$ cat config.mk
export PLATFORM = sky130hd
export DESIGN_NAME = mbv_result_collector
export DESIGN_NICKNAME = d
export VERILOG_FILES = /design/src/rtl/mbv_pkg.sv /design/src/rtl/lane_narrow.sv /design/src/rtl/mbv_result_collector.sv
export SDC_FILE = /design/constraint.sdc
export NUM_CORES = 1
export LEC_CHECK = 0
export CAP_MARGIN = 0
export CORE_AREA = 8 8 134 136
export CTS_CLUSTER_DIAMETER = 50
export DETAILED_ROUTE_END_ITERATION = 8
export DIE_AREA = 0 0 142 144
export PLACE_DENSITY = 0.74
export REMOVE_ABC_BUFFERS = 1
export SLEW_MARGIN = 25
export SYNTH_ARGS = -nofsm -noshare
export SYNTH_HDL_FRONTEND = slang
export SYNTH_SLANG_ARGS = --single-unit
$ cat constraint.sdc
create_clock -name clk -period 4.93 [get_ports clk]
set_input_delay 0.493 -clock clk [delete_from_list [all_inputs] [get_ports clk]]
set_output_delay 0.493 -clock clk [all_outputs]
set_load 0.05 [all_outputs]
$ cat src/rtl/mbv_pkg.sv
// Shared constants and state encoding for the matrix-by-vector unit.
// Latency: n/a (package only).
// Backpressure: n/a (package only).
package mbv_pkg;

    // Rows are padded up to the next NI granule; an exact multiple still gains a full granule.
    function automatic int calc_total(input int n, input int ni);
        return n + (ni - (n % ni));
    endfunction

    localparam int MBV_N            = 3;
    localparam int MBV_NI           = 8;
    localparam int MBV_UNITS        = 4;
    localparam int MBV_EW           = 32;
    localparam int MBV_FRAC         = 16;
    localparam int MBV_TOTAL        = calc_total(MBV_N, MBV_NI);
    localparam int MBV_BEATS_PER_OP = MBV_TOTAL / MBV_UNITS;

    typedef enum logic [1:0] {
        IDLE    = 2'd0,
        COLLECT = 2'd1,
        DONE    = 2'd2,
        HOLD    = 2'd3
    } state_t;

endpackage

$ cat src/rtl/lane_narrow.sv
// Narrows one wide-precision lane (2*FRAC_BITS fraction) to element_width (FRAC_BITS fraction).
// Latency: combinational.
// Backpressure: none; output follows input.
// Ports: lane (2*element_width, signed) in; narrow (element_width) out; clip out (lane was clamped).
// Build option: RESULT_SATURATE_EN clamps out-of-range values and raises clip;
// otherwise the value is truncated and clip is 0.
module lane_narrow #(
    parameter int element_width = 32,
    parameter int FRAC_BITS     = 16
) (
    input  logic [2*element_width-1:0] lane,
    output logic [element_width-1:0]   narrow,
    output logic                       clip
);

    logic signed [2*element_width-1:0] shifted;

    assign shifted = $signed(lane) >>> FRAC_BITS;

`ifdef RESULT_SATURATE_EN
    // In range when every bit from the element sign bit upward is a copy of the sign.
    logic [element_width:0] upper;
    logic                   in_range;

    assign upper    = shifted[2*element_width-1:element_width-1];
    assign in_range = (&upper) | ~(|upper);
    assign clip     = ~in_range;

    always_comb begin
        narrow = shifted[element_width-1:0];
        if (!in_range) begin
            narrow = shifted[2*element_width-1] ? {1'b1, {(element_width-1){1'b0}}}
                                                : {1'b0, {(element_width-1){1'b1}}};
        end
    end
`else
    // Upper bits are discarded by plain truncation.
    logic unused_hi;

    assign unused_hi = ^shifted[2*element_width-1:element_width];
    assign narrow    = shifted[element_width-1:0];
    assign clip      = 1'b0;
`endif

endmodule

$ cat src/rtl/mbv_result_collector.sv
// Collects decoder beats, narrows each lane and packs real rows into out_full; padding rows dropped.
// Latency: done pulses the cycle after the last beat is captured; out_full final in that cycle.
// Backpressure: none; every in_valid beat in COLLECT is taken (one per cycle, gaps allowed).
// Ports: clk, reset (async active-low), start (level, low aborts/rearms), in_valid, in_data
// (MSB lane = lowest row) in; out_full (row 0 in MSB slot), busy, done, overflow (sticky) out.
// Build option: RESULT_SATURATE_EN enables lane saturation and the overflow flag.
module mbv_result_collector
    import mbv_pkg::*;
#(
    parameter int no_of_eqn_per_cluster = MBV_N,
    parameter int element_width         = MBV_EW,
    parameter int no_of_units           = MBV_UNITS,
    parameter int NI                    = MBV_NI,
    parameter int FRAC_BITS             = MBV_FRAC
) (
    input  logic                                         clk,
    input  logic                                         reset,
    input  logic                                         start,
    input  logic                                         in_valid,
    input  logic [2*element_width*no_of_units-1:0]       in_data,
    output logic [no_of_eqn_per_cluster*element_width-1:0] out_full,
    output logic                                         busy,
    output logic                                         done,
    output logic                                         overflow
);

    localparam int TOTAL = calc_total(no_of_eqn_per_cluster, NI);
    localparam int BEATS = TOTAL / no_of_units;
    localparam int CNT_W = (BEATS > 1) ? $clog2(BEATS) : 1;
    localparam logic [CNT_W-1:0] LAST_BEAT = CNT_W'(BEATS - 1);

    state_t                   state;
    logic [CNT_W-1:0]         beat_cnt;
    logic [element_width-1:0] lane_nar [no_of_units];
    logic [no_of_units-1:0]   lane_clip;
    logic                     capture;
    logic                     cap_clip;

    for (genvar k = 0; k < no_of_units; k++) begin : g_lane
        lane_narrow #(
            .element_width(element_width),
            .FRAC_BITS    (FRAC_BITS)
        ) u_lane_narrow (
            .lane  (in_data[2*element_width*(k+1)-1 -: 2*element_width]),
            .narrow(lane_nar[k]),
            .clip  (lane_clip[k])
        );
    end

    // A beat only counts in COLLECT with start still high; an abort cycle writes nothing.
    assign capture = (state == COLLECT) && start && in_valid;

    // Only lanes that land in a real row contribute to overflow; padding lanes are dropped.
    always_comb begin
        cap_clip = 1'b0;
        for (int r = 0; r < no_of_eqn_per_cluster; r++) begin
            if (capture && (beat_cnt == CNT_W'(r / no_of_units))) begin
                cap_clip = cap_clip | lane_clip[no_of_units-1-(r % no_of_units)];
            end
        end
    end

    // Row r arrives on beat r/units in lane units-1-(r%units).
    always_ff @(posedge clk or negedge reset) begin
        if (!reset) begin
            out_full <= '0;
        end else begin
            for (int r = 0; r < no_of_eqn_per_cluster; r++) begin
                if (capture && (beat_cnt == CNT_W'(r / no_of_units))) begin
                    out_full[element_width*(no_of_eqn_per_cluster-r)-1 -: element_width]
                        <= lane_nar[no_of_units-1-(r % no_of_units)];
                end
            end
        end
    end

    always_ff @(posedge clk or negedge reset) begin
        if (!reset) begin
            state    <= IDLE;
            beat_cnt <= '0;
            busy     <= 1'b0;
            done     <= 1'b0;
            overflow <= 1'b0;
        end else begin
            done <= 1'b0;
            case (state)
                IDLE: begin
                    if (start) begin
                        state    <= COLLECT;
                        busy     <= 1'b1;
                        beat_cnt <= '0;
                        overflow <= 1'b0;
                    end
                end
                COLLECT: begin
                    if (!start) begin
                        state    <= IDLE;
                        busy     <= 1'b0;
                        beat_cnt <= '0;
                    end else if (in_valid) begin
                        overflow <= overflow | cap_clip;
                        if (beat_cnt == LAST_BEAT) begin
                            state    <= DONE;
                            busy     <= 1'b0;
                            done     <= 1'b1;
                            beat_cnt <= '0;
                        end else begin
                            beat_cnt <= beat_cnt + CNT_W'(1);
                        end
                    end
                end
                DONE: begin
                    state <= HOLD;
                end
                HOLD: begin
                    if (!start) begin
                        state <= IDLE;
                    end
                end
                default: begin
                    state <= IDLE;
                    busy  <= 1'b0;
                end
            endcase
        end
    end

endmodule

# [Word level (Yosys, flattened, before mapping)]
# Index checks and enable logic that the tools add are counted.
[word_totals] register_bits=101 input_bits=260 out_inout_bits=99 elab_cells=42
[classes] add_sub_neg=1 n_eq_ne=7 n_mux=20 bitwise=1 n_reduce_logical=8
[op_table] op="1-bit two-way mux" count=12
[op_table] op="2-bit two-way mux" count=5
[op_table] op="2-bit one-hot mux with 4 select lines" count=1
[op_table] op="4-bit AND reduction" count=2
[op_table] op="3-bit != test, second input constant" count=2
[op_table] op="2-bit == test, second input constant" count=2
[op_table] op="2-bit != test, second input constant" count=2
[op_table] op="1-bit one-hot mux with 2 select lines" count=2
[op_table] op="1-bit logical AND" count=3
[op_table] op="3-bit AND reduction" count=1
[op_table] op="2-bit by 1-bit == test with 1-bit output, second input constant" count=1
[op_table] op="2-bit logical NOT" count=1
[op_table] op="2-bit nonzero test" count=1
[op_table] op="1-bit adder, second input constant" count=1
[op_table] op="1-bit NOT" count=1

# [Depth between registers and ports, before layout]
[logic_depth] depth_word=5 depth_mapped=5

# [Modules after synthesis]
# A second synthesis with hierarchy kept.
[hier_totals] hier_cells=337 area_unflattened_um2=4615.7
[by_module_without_submodules] mod="mbv_result_collector" n_inst=1 cells_each=235 area_per_inst_um2=3861.2 seq_area_each_um2=2552.4
[by_module_without_submodules] mod="lane_narrow" n_inst=3 cells_each=34 area_per_inst_um2=251.5 seq_area_each_um2=0.0

# [Worst setup path before layout]
# No wires, ideal clock.
[synth_timing] path_kind="input to register" from="input port start" to="register out_full[10]" arrival_ns=1.473 required_ns=4.803 slack_ns=3.330 stages=5 n_path_buf=2 cell_sequence="nand2_1 -> nor3_4 -> buf_4 -> buf_6 -> mux2_1"
[synth_between] elab_chain_cells=3
[synth_lines] item="start, declared" line="mbv_result_collector.sv:18" rtl="input logic start,"
[synth_lines] item="1-bit logical AND (2 in series)" line="mbv_result_collector.sv:51" rtl="assign capture = (state == COLLECT) && start && in_valid;"
[synth_lines] item="1-bit logical AND" line="mbv_result_collector.sv:69" rtl="if (capture && (beat_cnt == CNT_W'(r / no_of_units))) begin"
[synth_lines] item="end signal, assigned" line="mbv_result_collector.sv:66" rtl="out_full <= '0;"
[synth_lines] item="end, declared" line="mbv_result_collector.sv:21" rtl="output logic [no_of_eqn_per_cluster*element_width-1:0] out_full,"
# No other way between the ends.
# A chain may end at the register's enable or synchronous reset.

# [Worst setup path in the final report]
[layout_timing] from="input port start" to="register out_full[87]"
# The elaborated chain is that of the path after synthesis.

==> impl_metrics.csv <==
group,metric,value,unit
worst_setup_path,crit_cells,5,
clocking,post_cts_resize_count,0,
pwr,p_comb_share,56.9,%
worst_setup_path,cp_top_family,"buffers and inverters",
detailed_routing,ant_nets,0,
timing,fin_hold_ws,0.128,ns
global_routing,grtUsageTotal,10.9,%
detailed_routing,detail_route.iter0.violations,94,
clocking,clock_sink_count,101,
pwr,power.share.sequential,28.4,%
synthesis,syn_area,0.00381,mm^2
timing,slew_headroom,49.9,%
synthesis,ys_types,18,
detailed_routing,wl_per_cell,17.1,um
worst_setup_path,critical_path_class,"in2reg",
floorplan,fp.dieW,142,um
finish,final_nets,689,
finish,final_cell_area,0.00631,mm^2
worst_setup_path,cp_max_fo,58,
worst_hold_path,hp-class,"in2async",
pwr,p_int,2.70,mW
pwr,p_sw_share,47.0,%
pwr,p_clk_share,14.7,%
placed_design,hpwlAfterDp,8830,um
worst_setup_path,crit_path_end_kind,"flip-flop",
global_routing,grt_pass1_vias,3016,
worst_setup_path,crit_required,5.14,ns
floorplan,die_area,0.0204,mm^2
pwr,power.density,807,mW/mm^2
placed_design,placed_cell_area,0.00599,mm^2
timing,finalCriticalPeriod,2.28,ns
global_routing,gr-total-overflow,0,
worst_setup_path,start_kind,"input port",
clocking,root_buffer,"clkbuf_16",
synthesis,syn_inst,229,
detailed_routing,dr.pass1.iters,4,
worst_setup_path,critPathLaunch,"start",
worst_setup_path,reg2reg_to,"out_full[87]",
clocking,cts.reportedPaths.clkPinSlew,0.07,ns
global_routing,grt_pass1_wl,17000,um
clocking,cts_tree,"yes",
clocking,numCtsBuffers,9,
run_status,status,"completed",
floorplan,initial_core_util,23.7,%
timing,skew,0.00722,ns
floorplan,rows,47,
worst_setup_path,cp_slowest_stage_delay,0.59,ns
placed_design,gp_congestion,0.800,
clocking,clkLatencyLatePin,0.34,ns
timing,fin_crit_sh,46.2,%
timing,drv_slew,0,
finish,n_fill_cell,1510,
timing,finalSetupTns,0,ns
worst_setup_path,arrival,2.49,ns
detailed_routing,drc_errors,0,
worst_setup_path,r2r_cells,4,
timing,setup-violations-final,0,
timing,rsz0062_at_grt,"false",
detailed_routing,avgViaCountPerCell,4.05,
floorplan,ios,359,
finish,diodes,0,
pwr,cellLeakagePower,2.56,nW
worst_setup_path,cp.buffers_inverters,2,
worst_setup_path,slowest_stage,"buf_4",
timing,worst_pin_slew,0.751,ns
timing,hold_violations,0,
floorplan,die_y,144,um
placed_design,io_buffers,197,
global_routing,grt_antenna_before_repair,0,
synthesis,synth-warning-count,0,
synthesis,synth-seq-cells,101,
pwr,p_sw,2.39,mW
clocking,cts.path.max_buffers,2,
timing,fmax,439,MHz
worst_setup_path,crit_chain,"clkdlybuf4s50_1 -> nand2_1 -> nor3_4 -> buf_4 -> mux2_2",
worst_setup_path,regToRegSetupSlack,2.92,ns
global_routing,grt_max_degree,59,
detailed_routing,wl,11200,um
pwr,vdd_ir_drop_max,0.000281,V
placed_design,dp.cells,638,
run,max_cap_violations,0,
floorplan,design.core.area,0.0161,mm^2
clocking,post-cts-setup-buffers,0,
finish,layoutNonFillerInstCount,654,
clocking,hold_buffers,0,
worst_setup_path,worstSetupEndpoint,"out_full[87]",
synthesis,ys_seq_area_share,66.3,%
finish,areaGrowthSynthToFinish,65.5,%
detailed_routing,routed-via-count,2649,
finish,drive_gt1_share,17.7,%
synthesis,syn_avg_cell_area,16.6,um^2
clocking,htreeDepth,3,
finish,fin_util,39.3,%
## cell type report
cell class              instances  area, um^2  area share (%)
flip-flops and latches        101        2530            40.0
repair buffers                200        1990            31.6
multi-input cells             114        1190            18.8
well taps                     220         275            4.36
clock buffers                  10         229            3.63
clock inverters                 6        87.6            1.39
inverters                       3        11.3           0.178
## registers in the layout, indices dropped and copies added (netlist names), named ones only
register / cells
state: 1
out_full: 96
busy: 1
done: 1
beat_cnt: 1
## kinds of logic (layout without fill, tap and decap cells)
logic type | count (synthesis) | count (layout) | synth area share [%]
flops | 101 | 101 | 66.3
other cells | 1 | 1 | 0.0984
simple gates | 7 | 7 | 1.12
compound gates | 9 | 9 | 1.31
mux | 97 | 97 | 28.7
buf+inv | 14 | 219 | 2.53
## power by group through the flow
stage,Combinational [mW],Clock [mW],Sequential [mW]
6_report,2.90,0.748,1.45
5_1_grt,3.01,0.814,1.51
4_1_cts,2.93,0.776,1.46
3_5_place_dp,2.93,0,1.47
3_3_place_gp,2.91,0,1.44
2_1_floorplan,0.381,0,2.88
## synth_stat cells
| library cell | n | share of area (%) |
|---|---|---|
| nor3_4 | 1 | 0.43 |
| dfrtp_1 | 101 | 66 |
| o21ai_0 | 3 | 0.39 |
| inv_1 | 3 | 0.30 |
| nor3_1 | 1 | 0.13 |
| o21a_1 | 1 | 0.20 |
| nand2b_1 | 1 | 0.16 |
| buf_4 | 2 | 0.39 |
| nor2_1 | 2 | 0.20 |
| mux2_2 | 57 | 17 |
| buf_6 | 4 | 1.2 |
| conb_1 | 1 | 0.098 |
| nand2_1 | 2 | 0.20 |
| a21oi_1 | 3 | 0.39 |
| buf_2 | 5 | 0.66 |
| o22ai_1 | 1 | 0.16 |
| mux2_1 | 40 | 12 |
| a31oi_1 | 1 | 0.16 |
## cells in the final DEF, fill, tap and decap left out, drive strengths merged
| master | count |
|---|---|
| buf | 4 |
| o21a | 1 |
| o21ai | 3 |
| clkbuf | 10 |
| nand2 | 2 |
| nor2 | 2 |
| inv | 3 |
| clkinv | 4 |
| nand2b | 1 |
| clkdlybuf4s50 | 196 |
| mux2 | 97 |
| dfrtp | 101 |
| a21oi | 3 |
| nor3 | 2 |
| o22ai | 1 |
| bufinv | 2 |
| conb | 1 |
| a31oi | 1 |
## per-layer routing
layer	GRT usage [%]	vias up	share of wire, %
met3	5.48	20	12
met1	11.6	1291	38
li1	-	1201	-
met5	0	-	0
met2	17.3	137	47
met4	5.94	0	3.2
## metrics by stage
stage	setup WS, ns	total power [mW]
2_1_floorplan	1.43	3.26
4_1_cts	2.67	5.17
3_5_place_dp	2.29	4.40
5_1_grt	2.55	5.33
6_report	2.65	5.09
3_3_place_gp	2.37	4.35
## how the worst min path moves through the flow
stage / start / to
after CTS: reset / out_full[79]
final: reset / out_full[22]
after detailed placement: out_full[7] / out_full[7]
after global routing: reset / out_full[22]
after global placement: out_full[19] / out_full[19]
after floorplan: reset / asynchronous set/reset pin
(Power assumes the default switching activity.)
